[config.mk]
export PLATFORM = sky130hd
export DESIGN_NAME = brick_hit_detector
export DESIGN_NICKNAME = d
export VERILOG_FILES = /design/src/rtl/brick_pkg.sv /design/src/rtl/hit_side_classifier.sv /design/src/rtl/brick_hit_detector.sv
export SDC_FILE = /design/constraint.sdc
export NUM_CORES = 1
export LEC_CHECK = 0
export BUFFER_PORTS_ARGS = -buffer_cell sky130_fd_sc_hd__buf_2
export CELL_PAD_IN_SITES_DETAIL_PLACEMENT = 1
export CELL_PAD_IN_SITES_GLOBAL_PLACEMENT = 1
export CORE_UTILIZATION = 31
export CTS_CLUSTER_DIAMETER = 50
export DETAILED_ROUTE_END_ITERATION = 7
export HOLD_SLACK_MARGIN = 0.1
export MAX_ROUTING_LAYER = met4
export PLACE_DENSITY = 0.73
export SETUP_SLACK_MARGIN = 0.05
export SLEW_MARGIN = 20
export SYNTH_ARGS = -nofsm -noshare
export SYNTH_HDL_FRONTEND = slang
export SYNTH_SLANG_ARGS = --single-unit
[constraint.sdc]
create_clock -name clk -period 1.9 [get_ports clk]
set_input_delay 0.19 -clock clk [delete_from_list [all_inputs] [get_ports clk]]
set_output_delay 0.19 -clock clk [all_outputs]
set_load 0.01 [all_outputs]
[src/rtl/brick_pkg.sv]
// Shared types and constants for the brick hit detection slice.
package brick_pkg;

    typedef enum logic [1:0] {
        TOP    = 2'b00,
        BOTTOM = 2'b01,
        LEFT   = 2'b10,
        RIGHT  = 2'b11
    } hit_side_t;

    typedef enum logic [1:0] {
        SCAN,
        LATCHED,
        REPORT,
        HOLDOFF
    } hit_state_t;

    localparam int HIT_COUNT_W = 8;
    localparam int OFFSET_W    = 11;

    // A hit on the top or bottom face reverses the vertical velocity.
    function automatic logic isVertical(input hit_side_t side);
        return (side == TOP) || (side == BOTTOM);
    endfunction

endpackage

[src/rtl/hit_side_classifier.sv]
// Combinational classifier: maps a brick-relative pixel position to the brick face it lies on.
module hit_side_classifier
    import brick_pkg::*;
#(
    parameter int BRICK_WIDTH_X  = 100,
    parameter int BRICK_HEIGHT_Y = 100,
    parameter int EDGE_PX        = 4
)(
    input  logic [OFFSET_W-1:0] i_offsetX,
    input  logic [OFFSET_W-1:0] i_offsetY,
    output hit_side_t           o_side
);

    // An edge band can never be wider than the brick itself.
    localparam int EDGE_X = (EDGE_PX < BRICK_WIDTH_X) ? EDGE_PX : BRICK_WIDTH_X;

    localparam logic [OFFSET_W-1:0] TOP_LIMIT    = OFFSET_W'(EDGE_PX);
    localparam logic [OFFSET_W-1:0] BOTTOM_LIMIT = OFFSET_W'(BRICK_HEIGHT_Y - EDGE_PX);
    localparam logic [OFFSET_W-1:0] LEFT_LIMIT   = OFFSET_W'(EDGE_X);

    always_comb begin
        o_side = RIGHT;
        if (i_offsetY < TOP_LIMIT) begin
            o_side = TOP;
        end else if (i_offsetY >= BOTTOM_LIMIT) begin
            o_side = BOTTOM;
        end else if (i_offsetX < LEFT_LIMIT) begin
            o_side = LEFT;
        end
    end

endmodule

[src/rtl/brick_hit_detector.sv]
// Detects ball/brick overlap, reports one registered collision per hit frame, then ignores hits for a few frames.
// Optional hit counter output enabled by defining BRICK_HIT_COUNT_EN.
module brick_hit_detector
    import brick_pkg::*;
#(
    parameter int BRICK_WIDTH_X  = 100,
    parameter int BRICK_HEIGHT_Y = 100,
    parameter int EDGE_PX        = 4,
    parameter int HOLDOFF_FRAMES = 2
)(
    input  logic                   clk,
    input  logic                   resetN,
    input  logic                   startOfFrame,
    input  logic                   ballDrawingRequest,
    input  logic                   brickDrawingRequest,
    input  logic [OFFSET_W-1:0]    brickOffsetX,
    input  logic [OFFSET_W-1:0]    brickOffsetY,
`ifdef BRICK_HIT_COUNT_EN
    output logic [HIT_COUNT_W-1:0] hitCount,
`endif
    output logic                   collision,
    output logic [1:0]             hitSide,
    output logic                   bounceX,
    output logic                   bounceY
);

    localparam int HOLD_W = (HOLDOFF_FRAMES > 0) ? $clog2(HOLDOFF_FRAMES + 1) : 1;
    localparam logic [HOLD_W-1:0] HOLD_TARGET = HOLD_W'(HOLDOFF_FRAMES);
    localparam logic [HOLD_W-1:0] HOLD_ONE    = HOLD_W'(1);

    hit_state_t        r_state;
    hit_state_t        w_nextState;
    hit_side_t         r_latchedSide;
    hit_side_t         r_hitSide;
    hit_side_t         w_side;
    logic [HOLD_W-1:0] r_holdCount;
    logic              r_collision;
    logic              r_bounceX;
    logic              r_bounceY;
    logic              w_overlap;
    logic              w_holdDone;
    logic              w_enterReport;

    hit_side_classifier #(
        .BRICK_WIDTH_X  (BRICK_WIDTH_X),
        .BRICK_HEIGHT_Y (BRICK_HEIGHT_Y),
        .EDGE_PX        (EDGE_PX)
    ) u_classifier (
        .i_offsetX (brickOffsetX),
        .i_offsetY (brickOffsetY),
        .o_side    (w_side)
    );

    // The first pixel of a frame is blanking, so it never counts as an overlap.
    assign w_overlap     = ballDrawingRequest & brickDrawingRequest & ~startOfFrame;
    assign w_holdDone    = startOfFrame && (HOLD_W'(r_holdCount + HOLD_ONE) == HOLD_TARGET);
    assign w_enterReport = (r_state == LATCHED) && startOfFrame;

    always_ff @(posedge clk or negedge resetN) begin
        if (!resetN) begin
            r_state <= SCAN;
        end else begin
            r_state <= w_nextState;
        end
    end

    always_comb begin
        w_nextState = r_state;
        case (r_state)
            SCAN:    if (w_overlap) w_nextState = LATCHED;
            LATCHED: if (startOfFrame) w_nextState = REPORT;
            REPORT:  w_nextState = (HOLDOFF_FRAMES == 0) ? SCAN : HOLDOFF;
            HOLDOFF: if (w_holdDone) w_nextState = SCAN;
            default: w_nextState = SCAN;
        endcase
    end

    always_ff @(posedge clk or negedge resetN) begin
        if (!resetN) begin
            r_latchedSide <= TOP;
            r_holdCount   <= '0;
        end else begin
            if ((r_state == SCAN) && w_overlap) begin
                r_latchedSide <= w_side;
            end
            if (r_state != HOLDOFF) begin
                r_holdCount <= '0;
            end else if (startOfFrame) begin
                if (w_holdDone) begin
                    r_holdCount <= '0;
                end else if (r_holdCount != HOLD_TARGET) begin
                    r_holdCount <= r_holdCount + HOLD_ONE;
                end
            end
        end
    end

    // Outputs are loaded on the edge that enters REPORT, so they are high exactly during REPORT.
    always_ff @(posedge clk or negedge resetN) begin
        if (!resetN) begin
            r_collision <= 1'b0;
            r_bounceX   <= 1'b0;
            r_bounceY   <= 1'b0;
            r_hitSide   <= TOP;
        end else begin
            r_collision <= w_enterReport;
            r_bounceY   <= w_enterReport && isVertical(r_latchedSide);
            r_bounceX   <= w_enterReport && !isVertical(r_latchedSide);
            if (w_enterReport) begin
                r_hitSide <= r_latchedSide;
            end
        end
    end

`ifdef BRICK_HIT_COUNT_EN
    logic [HIT_COUNT_W-1:0] r_hitCount;

    always_ff @(posedge clk or negedge resetN) begin
        if (!resetN) begin
            r_hitCount <= '0;
        end else if (w_enterReport && (r_hitCount != {HIT_COUNT_W{1'b1}})) begin
            r_hitCount <= r_hitCount + 1'b1;
        end
    end

    assign hitCount = r_hitCount;
`endif

    assign collision = r_collision;
    assign hitSide   = r_hitSide;
    assign bounceX   = r_bounceX;
    assign bounceY   = r_bounceY;

endmodule

Word-level counts from Yosys, hierarchy flattened --
Cells that the tools add are included.
Cells by class: add/subtract/negate cells 1, magnitude comparators 3, eq/ne operators 10, mux-type cells 11, bitwise logic cells 3, reduce and logical (&&, ||, !) cells 13
Operator list (count):
- $lt 11x3->1 const B | 2
- $mux 2 | 9
- $ge 11x7->1 const B | 1
- $ne 2x2->1 const B | 5
- $pmux 2 s4 | 1
- $eq 2x2->1 const B | 3
- $logic_and 1x1->1 | 5
- $eq 2x1->1 const B | 2
- $logic_not 2->1 | 2
- $reduce_and 3->1 | 1
- $reduce_bool 3->1 | 1
- $add 2x1->2 const B | 1
- $and 1x1->1 | 2
- $reduce_and 2->1 | 1
- $reduce_bool 2->1 | 1
- $logic_not 1->1 | 1
- $logic_or 1x1->1 | 1
- $mux 1 | 1
- $not 1->1 | 1
Word-level totals: register bits after elaboration 11, input bits 27, output and inout bits 5, logic and storage cells 48

Logic depth before layout (Yosys ltp) --
word-level depth 6, gate-level depth with buffers 5, gate-level depth less buffers 5

Hierarchy --
Synthesis repeated with hierarchy kept, for this count alone.
Second synthesis, totals: cell total of the unflattened synthesis 61, area, all modules 660.6 um2
By module, submodules not included:
- brick_hit_detector | instances 1, cells an instance 50, area an instance 588.1 um2, sequential area each 275.3 um2
- hit_side_classifier | instances 1, cells an instance 11, area an instance 72.6 um2, sequential area each 0.0 um2

Worst setup path before layout --
OpenSTA, ideal clock, no wires.
path kind reg-to-reg, from register r_state[0], to register r_latchedSide[0], library setup time 0.120 ns, data arrival time 1.426 ns, data required time 1.780 ns, slack 0.354 ns, stages on the path, launching flop included 6, path buffers 0, clock period less this slack 1.546 ns, cells stage by stage dfrtp_1 > inv_1 > ha_1 > nand4b_1 > or4_1 > o211a_1
Between the ends: word-level cells in the longest chain between the ends 2
RTL lines:
- from (decl) | line brick_hit_detector.sv:31 | hit_state_t r_state;
- from (signal assigned) | line brick_hit_detector.sv:63 | r_state <= w_nextState;
- $logic_not 2->1 | line brick_hit_detector.sv:83 | if ((r_state == SCAN) && w_overlap) begin
- $logic_and 1x1->1 | line brick_hit_detector.sv:83
- to (signal assigned) | line brick_hit_detector.sv:84 | r_latchedSide <= w_side;
- to (decl) | line brick_hit_detector.sv:33 | hit_side_t r_latchedSide;
No other way between the ends. A chain may end at the register's enable or synchronous reset.

Worst setup path after layout --
Same ends and word-level chain as after synthesis.

==> results.py <==
metrics = {
    "sta": {
        "setup_tns_ns": 0,
        "fmaxAchievable_mhz": 576,
        "period_share_pct": 91.4,
        "setup_viol": 0,
        "hold_viol_final": 0,
        "finalMaxSlewViolations": 0,
        "rsz0062_at_grt": "no",
        "period_needed_ns": 1.74,
        "tightestPinTransition_ns": 0.395,
        "clock_skew_ns": 0.000895,
        "relSlewSlack_pct": 73.7,
    },
    "yosys": {
        "synth-edff-count": 0,
        "yosys_most_used_dff": "dfrtp_1",
        "synthTopCellsByArea": "dfrtp_1 45%, ha_1 12%, mux2_2 3.7%",
        "synth_most_common_cell": "dfrtp_1",
        "ys_top_cells_by_count": "11 x dfrtp_1, 6 x ha_1, 5 x inv_1, 5 x nor2_1, 4 x nand2_1",
        "async_flop_share_pct": 100,
        "yosysSeqAreaShare_pct": 44.9,
        "syn-instance-count": 59,
        "synth_largest_area_cell": "dfrtp_1",
        "synth_area_um2": 613,
        "syn-num-nets": 92,
        "syn_avg_cell_area_um2": 10.4,
        "yosysWarnings": 0,
        "ys_ff_latch": 11,
        "yosysUniqueCellTypes": 27,
        "yosysTopAreaCellShare_pct": 44.9,
    },
    "routing": {
        "drc": 0,
        "wirelength_mm": 1.25,
        "wl_met2_um": 626,
        "routed.top_layer": "met4",
        "wl_met3_um": 87,
        "viasPerCell": 4.86,
        "wl_met1_um": 498,
        "num_vias": 559,
        "drt_iter0_markers": 2,
        "firstDrtPassIters": 3,
        "final_antenna_net_count": 0,
        "wire_per_inst_um": 10.8,
    },
    "placed_design": {
        "dp_hpwl_mm": 1.05,
        "dpl.cell_count": 110,
        "gp_congestion": 0.689,
        "io_buffer_count": 27,
    },
    "worst_setup_path": {
        "r2r_start": "r_state[0]",
        "cp_data_required_time_ns": 2.07,
        "crit_path_end_kind": "flip-flop",
        "worstSetupStartpoint": "r_state[0]",
        "start_kind": "flip-flop",
        "crit_fanout": 4,
        "reg2regPathDepth": 5,
        "crit_arrival_ns": 1.90,
        "critPathKind": "reg -> reg",
    },
    "cts": {
        "ctsHtreeMaxLevel": 1,
        "cts_resized": 0,
        "cts_made_buffers": 3,
        "cts_num_sinks": 11,
        "cts_root_buffer": "clkbuf_4",
        "cts_setup_buffers": 0,
        "clk_path_buf_depth": 2,
        "postCtsHoldBufs": 1,
        "clk-insertion-delay-late_ns": 0.27,
        "cts_tree": "yes",
        "path_clk_slew_ns": 0.07,
    },
    "grt": {
        "antenna_found_initial": 0,
        "grt_pass1_wl_mm": 2.08,
        "grt-ovfl-total": 0,
        "first_global_vias": 547,
        "grtUsageTotal_pct": 14.4,
        "grt_max_degree": 12,
    },
    "finish": {
        "layout.nets": 124,
        "fin_cells": 115,
        "n_fill_cell": 226,
        "syn_to_final_growth_pct": 32.0,
        "drive_gt1_share_pct": 38.9,
        "antennaDiodeCount": 0,
    },
    "die": {
        "die-area_mm2": 0.00216,
        "die_y_um": 46.5,
        "start_util_pct": 34.4,
        "rows": 15,
        "io_pins": 32,
        "chipWidth_um": 46.5,
        "fp.coreArea_mm2": 0.00178,
    },
    "power": {
        "pwr-share-comb_pct": 40.3,
        "switching_share_pct": 34.3,
        "p_leak_nw": 0.418,
        "internal_power_w": 0.000565,
        "peakVddDrop_uv": 374,
        "p_switching_w": 0.000294,
        "p_per_area_mw_per_mm2": 1060,
        "power_frac_seq_pct": 40.7,
        "power_frac_clock_pct": 18.9,
    },
    "hold_path": {
        "worstHoldStart": "brickOffsetY[3]",
        "min-delay-path-class": "in -> reg",
        "whs_path_depth": 3,
    },
    "flow_run": {
        "max-cap-violations": 0,
    },
    "status": {
        "status": "complete, no violations",
    },
}
## area by class of cell
class,count,area (um2),share of cell area [%]
Tap cell,25,31.3,3.86
Sequential cell,11,275,34.0
Multi-Input combinational cell,42,312,38.5
Clock buffer,3,22.5,2.78
Timing Repair Buffer,28,145,17.9
Inverter,5,18.8,2.32
Clock inverter,1,5.00,0.618
## logic make-up (layout without fill, tap and decap cells)
group | count (synthesis) | after routing | share of synthesized area [%]
adders and majority gates | 6 | 6 | 12.2
buffers and inverters | 6 | 37 | 4.29
DFF | 11 | 11 | 44.9
and+or+nand+nor | 23 | 23 | 22.0
AOI/OAI and AO/OA | 11 | 11 | 12.9
muxes | 2 | 2 | 3.67
## critical path, cell delays in order (launching register included)
cell and delay (ns):
dfrtp_1 0.42, inv_1 0.10, ha_1 0.19, nand4b_1 0.22
or4_1 0.56, o211a_1 0.14
## power by group through the flow
| stage | Clock, W | Sequential (W) | Combinational, W |
|---|---|---|---|
| detailed placement | 0 | 0.000356 | 0.000353 |
| CTS | 0.000170 | 0.000351 | 0.000357 |
| finish | 0.000163 | 0.000350 | 0.000347 |
| floorplan | 0 | 0.000361 | 0.000236 |
| global placement | 0 | 0.000352 | 0.000337 |
| global route | 0.000183 | 0.000362 | 0.000396 |
## state kept, by name (all words and copies together) (netlist names)
signal / count
hitSide: 2
r_holdCount: 2
r_latchedSide: 2
r_state: 2
bounceX: 1
bounceY: 1
collision: 1
## layer usage
layer  vias to the layer above  track usage [%]
met5                         -                -
met4                         0             8.82
met3                         5             3.53
met2                        27             25.8
met1                       255             13.4
li1                        272                -
## metrics by stage
stage,hold slack [ns],utilization (%),total power (W),instance area (um2),setup slack [ns]
after global placement,0.0722,43.3,0.000689,772,0.217
after global routing,0.205,45.4,0.000941,810,0.0809
final,0.194,45.4,0.000860,810,0.163
after floorplan,-0.106,-,0.000597,613,0.354
after CTS,0.186,45.4,0.000878,810,0.154
after detailed placement,0.0725,43.3,0.000709,772,0.164
## layout by cell type (no fill, tap or decap), types with 2 or more instances in the layout
master	synthesis	final
or4_1	2	2
o21a_1	2	2
nand2b_1	2	2
mux2_2	2	2
nand2_1	4	4
nor2_1	5	5
a21oi_1	3	3
ha_1	6	6
clkbuf_4	0	3
dfrtp_1	11	11
inv_1	5	5
buf_2	0	27
## final timing paths
check                      slack (ns)          endpoint
setup / recovery                 0.16  r_latchedSide[0]
hold / removal                   0.19  r_latchedSide[1]
max in group asynchronous        1.38           bounceY
min in group asynchronous        0.32         collision
hold reg to reg                  0.47           bounceY
setup reg to reg                 0.16  r_latchedSide[0]
(Power assumes the default switching activity.)
